`src/rtl/key_mode_select.sv`:
```
// Two active-low push-buttons -> synchronised, debounced, press-toggled 2-bit mode select.
// Optional build macro LONG_PRESS_CLEAR_EN adds a both-keys long-hold clear of the select.
module key_mode_select #(
    parameter int DEBOUNCE_CYCLES = 500000,
    parameter int CNT_W           = 19,
    parameter int LONG_CYCLES     = 100000000
) (
    input  logic       clk,
    input  logic       reset,
    input  logic       key0,
    input  logic       key1,
    output logic [1:0] select,
    output logic       press0,
    output logic       press1,
    output logic       clear_pulse
);

    if (DEBOUNCE_CYCLES < 2 || LONG_CYCLES < 2 || (64'd1 << CNT_W) <= 64'(DEBOUNCE_CYCLES - 1)) begin : g_bad_param
        $error("key_mode_select: invalid DEBOUNCE_CYCLES/CNT_W/LONG_CYCLES");
    end

    localparam logic [CNT_W-1:0] DB_MAX = CNT_W'(DEBOUNCE_CYCLES - 1);

    logic [1:0]       keys;
    logic [1:0]       sync_p0;
    logic [1:0]       sync_p1;
    logic [1:0]       stable;
    logic [CNT_W-1:0] cnt [2];
    logic [1:0]       accept;
    logic [1:0]       fall;
    logic             clear_fire;

    assign keys = {key1, key0};

    always_comb begin
        accept = '0;
        fall   = '0;
        for (int i = 0; i < 2; i++) begin
            accept[i] = (sync_p1[i] != stable[i]) && (cnt[i] == DB_MAX);
            fall[i]   = accept[i] && !sync_p1[i];
        end
    end

    // Stage p0/p1: two-flop synchroniser, then per-key debounce counter on the synced level.
    always_ff @(posedge clk) begin
        if (reset) begin
            sync_p0 <= 2'b11;
            sync_p1 <= 2'b11;
            stable  <= 2'b11;
            cnt[0]  <= '0;
            cnt[1]  <= '0;
        end else begin
            sync_p0 <= keys;
            sync_p1 <= sync_p0;
            for (int i = 0; i < 2; i++) begin
                if (sync_p1[i] == stable[i]) begin
                    cnt[i] <= '0;
                end else if (accept[i]) begin
                    stable[i] <= sync_p1[i];
                    cnt[i]    <= '0;
                end else begin
                    cnt[i] <= cnt[i] + 1'b1;
                end
            end
        end
    end

`ifdef LONG_PRESS_CLEAR_EN
    localparam int                HOLD_W    = $clog2(LONG_CYCLES + 1);
    localparam logic [HOLD_W-1:0] HOLD_FIRE = HOLD_W'(LONG_CYCLES - 1);
    localparam logic [HOLD_W-1:0] HOLD_SAT  = HOLD_W'(LONG_CYCLES);

    logic [HOLD_W-1:0] hold_cnt;
    logic              both_held;

    assign both_held  = (stable == 2'b00);
    assign clear_fire = both_held && (hold_cnt == HOLD_FIRE);

    // Counter parks one past the fire value so a continued hold cannot fire again.
    always_ff @(posedge clk) begin
        if (reset) begin
            hold_cnt    <= '0;
            clear_pulse <= 1'b0;
        end else begin
            clear_pulse <= clear_fire;
            if (!both_held) begin
                hold_cnt <= '0;
            end else if (hold_cnt != HOLD_SAT) begin
                hold_cnt <= hold_cnt + 1'b1;
            end
        end
    end
`else
    assign clear_fire  = 1'b0;
    assign clear_pulse = 1'b0;
`endif

    // Stage p2: registered select and press pulses; only accepted presses toggle.
    always_ff @(posedge clk) begin
        if (reset) begin
            select <= 2'b00;
            press0 <= 1'b0;
            press1 <= 1'b0;
        end else begin
            press0 <= fall[0];
            press1 <= fall[1];
            if (clear_fire) begin
                select <= 2'b00;
            end else begin
                select <= select ^ fall;
            end
        end
    end

endmodule
```
`config.mk`:
```
export PLATFORM = sky130hd
export DESIGN_NAME = key_mode_select
export DESIGN_NICKNAME = d
export VERILOG_FILES = /design/src/rtl/key_mode_select.sv
export SDC_FILE = /design/constraint.sdc
export NUM_CORES = 1
export LEC_CHECK = 0
export ABC_AREA = 1
export CAP_MARGIN = 15
export CORE_MARGIN = 4
export CORE_UTILIZATION = 61
export DETAILED_ROUTE_END_ITERATION = 16
export PLACE_DENSITY = 0.79
export REMOVE_ABC_BUFFERS = 1
export SLEW_MARGIN = 20
export SYNTH_ARGS = -nofsm -noshare
export SYNTH_HDL_FRONTEND = slang
export SYNTH_SLANG_ARGS = --single-unit
export TNS_END_PERCENT = 10
```
`constraint.sdc`:
```
create_clock -name clk -period 2 [get_ports clk]
set_input_delay 0.6 -clock clk [delete_from_list [all_inputs] [get_ports clk]]
set_output_delay 0.6 -clock clk [all_outputs]
set_load 0.03 [all_outputs]
```
==> impl_metrics.yaml <==
outcome:
  status: "complete, no violations"
critical_path:
  critPathTopFamily: "buffers and inverters"
  cp.arrival_ns: 1.33
  crit_chain: "clkdlybuf4s50_1"
  r2r-end: "cnt[1][18]"
  reg2reg_from: "cnt[1][1]"
  worst-path-buf-inv: 1
  cp-end-kind: "output port"
  crit_type: "register to output port"
  crit_required_ns: 1.40
  critPathLaunchType: "register"
  worst_r2r_path_depth: 8
  reg2reg_slack_ns: 0.27
  cpPeakStageDelay_ns: 0.68
  critPathSlowestCell: "clkdlybuf4s50_1"
  crit_fanout: 3
route:
  viasPerCell: 4.958
  wl_per_cell_um: 11.34
  drtPass1Iterations: 5
  routed_wirelength_um: 4889
  drc_errors: 0
  drtIter0Drc: 89
  ant_nets: 0
  vias: 2137
placed_design:
  post-dp-hpwl_um: 3725
  port_buffers: 7
  dp_slack_ns: 0.09514
  routabilityCongestion: 0.8836
logic_synthesis:
  synth_area_mm2: 0.002706
  async_flop_share_pct: 0
  synth.distinct_cells: 32
  synth-main-ff-cell: "edfxtp_1"
  ys_warn_count: 0
  seq_area_frac_synth_pct: 49.56
  synthAdderAreaFrac_pct: 0.9246
  synth_xor_area_share_pct: 5.502
  avgSynthCellArea_um2: 8.302
  synthMuxAreaShare_pct: 0
  synth_top_family_by_area: "simple AND/OR/NAND/NOR gates"
  synth_simple_gate_area_share_pct: 33.66
  synth_seq_cells: 48
  synth_compound_area_share_pct: 3.699
  synth_edf_count: 38
  synth_cells: 326
power:
  power_frac_clock_pct: 38.9
  swShare_pct: 21.02
  p_leak_nw: 1.316
  power_per_cell_area_mw_per_mm2: 653.9
  ir_drop_mv: 0.4711
  p_sw_w: 0.0004333
  power_frac_seq_pct: 55.5
  p_comb_share_pct: 5.6
  p_int_w: 0.001628
  finalPower_w: 0.002061
timing:
  max_freq_mhz: 519.1
  setup_viol: 0
  drv_slew: 0
  rsz0062_at_grt: "false"
  hold_slack_ns: 0.4169
  finalHoldViolCount: 0
  min_period_ns: 1.926
  setup_slack_ns: 0.07370
  fin_worst_skew_ns: 0.003633
  setup_tns_ns: 0
  finalCritPeriodShare_pct: 96.31
worst_hold_path:
  min_path_type: "register to register"
  min_to: "sync_p1[0]"
  min_delay_path_depth: 1
  hold_path_startpoint: "sync_p0[0]"
clock_tree:
  clk-insertion-delay-late_ns: 0.30
  post_cts_resized: 0
  h-tree-depth: 2
  cts_setup_buffers: 0
  cts_buffers: 5
  ctsHoldBuffers: 0
  numClockSinks: 48
  cts.path.max_buffers: 2
  cts_tree: "yes"
  clk_pin_slew_ns: 0.09
  root_buffer: "clkbuf_8"
global_routing:
  track_usage_pct: 19.99
  grt_pass1_wl_um: 8597
  grt_pass1_vias: 2094
  grt_max_degree: 17
  antenna_found_initial: 0
  overflow: 0
final_layout:
  drive_above_1_share_pct: 10.24
  diodes: 0
  nNetsFinal: 386
  synthToLayoutAreaGrowth_pct: 16.46
floorplanning:
  dieHeight_um: 74.61
  start_util_pct: 65.31
  ios: 9
  die_w_um: 74.61
  placement_rows: 23
  core_area_mm2: 0.004144
  die_area_mm2: 0.005567
run:
  drv_cap: 0
## kinds of logic after synthesis
| kind of cell | Yosys count |
|---|---|
| AND/OR/NAND/NOR | 198 |
| XOR/XNOR | 17 |
| adder cells (fa/ha/maj) | 2 |
| flip-flops | 48 |
| other | 2 |
| AO/OA/AOI/OAI | 19 |
| buffers and inverters | 40 |
## layout by cell type (no fill, tap or decap)
cell type         n
nand4_1          11
nand2_1          76
or2_0             1
nand3_4           1
nand3_2           3
nand3b_1          1
nor2_4            2
buf_12            1
o21ai_1           1
nor3_1           12
dfxtp_1          10
ha_1              2
a21oi_1          14
dlymetal6s2s_1    1
xnor2_1           6
clkdlybuf4s50_1   6
inv_2             2
buf_4             5
or2_2             6
nor3_4            1
a21boi_0          1
nand2_2           2
clkinv_2          1
nor2_2            6
inv_1            33
xor2_1           11
o211ai_1          1
conb_1           39
and2_0            1
inv_4             1
nand3_1          17
clkbuf_16         3
clkbuf_8          5
edfxtp_1         38
o21ai_0           2
nor2_1           58
## synth_stat cells (2+ instances only)
master	number	area, µm²
a21oi_1	14	70.07
buf_6	2	22.52
conb_1	2	7.510
dfxtp_1	10	200.2
edfxtp_1	38	1141
ha_1	2	25.02
inv_1	33	123.9
inv_2	2	7.510
nand2_1	76	285.3
nand2_2	2	12.51
nand3_1	17	85.08
nand3_2	3	30.03
nand4_1	11	68.82
nor2_1	58	217.7
nor2_2	6	37.54
nor2_4	2	22.52
nor3_1	12	60.06
o21ai_0	2	10.01
or2_2	6	37.54
xnor2_1	6	52.55
xor2_1	11	96.34
## registers in the layout, summed over array words and instances, names as in the netlist
register / flops
select: 2
stable: 2
press0: 1
press1: 1
sync_p0: 2
sync_p1: 2
cnt: 38
## power by group through the flow
| stage | logic (W) | clock network, W | registers [W] |
|---|---|---|---|
| after floorplan | 0.0000820 | 0 | 0.00116 |
| after global placement | 0.000110 | 0 | 0.00116 |
| after detailed placement | 0.000112 | 0 | 0.00117 |
| after CTS | 0.000113 | 0.000819 | 0.00114 |
| after global routing | 0.000133 | 0.000863 | 0.00115 |
| final | 0.000115 | 0.000802 | 0.00114 |
## worst max-delay path by stage
stage	from	to	cells after the start	slack, ns
after global routing	select[0]	select[0]	1	0.04
after global placement	reset	cnt[1][12]	6	0.14
after CTS	select[0]	select[0]	1	0.06
final	select[0]	select[0]	1	0.07
after detailed placement	reset	cnt[1][18]	6	0.1
after floorplan	cnt[1][0]	cnt[1][16]	6	0.41
## metrics by stage
step	cells	area, µm²	util [%]
finish	431	3152	76.06
global placement	423	3005	72.52
detailed placement	423	3005	72.52
floorplan	360	2815	-
global route	431	3152	76.06
CTS	431	3149	76.00
## routing by layer
layer | GRT usage [%] | vias up | part of all wire, %
li1 | - | 1129 | -
met1 | 23.58 | 970 | 44
met2 | 35.22 | 28 | 51
met3 | 4.139 | 10 | 2.7
met4 | 8.696 | 0 | 2.2
met5 | 0 | - | 0
## layout make-up
class                   instances  area [µm²]
fillers                       317       992.2
inverters                      37       142.6
clock buffers                   8       143.9
well taps                      50       62.56
flip-flops and latches         48        1341
multi-input cells             275        1331
repair buffers                 13       130.1
Note: power is estimated with default switching activity, not from simulation.
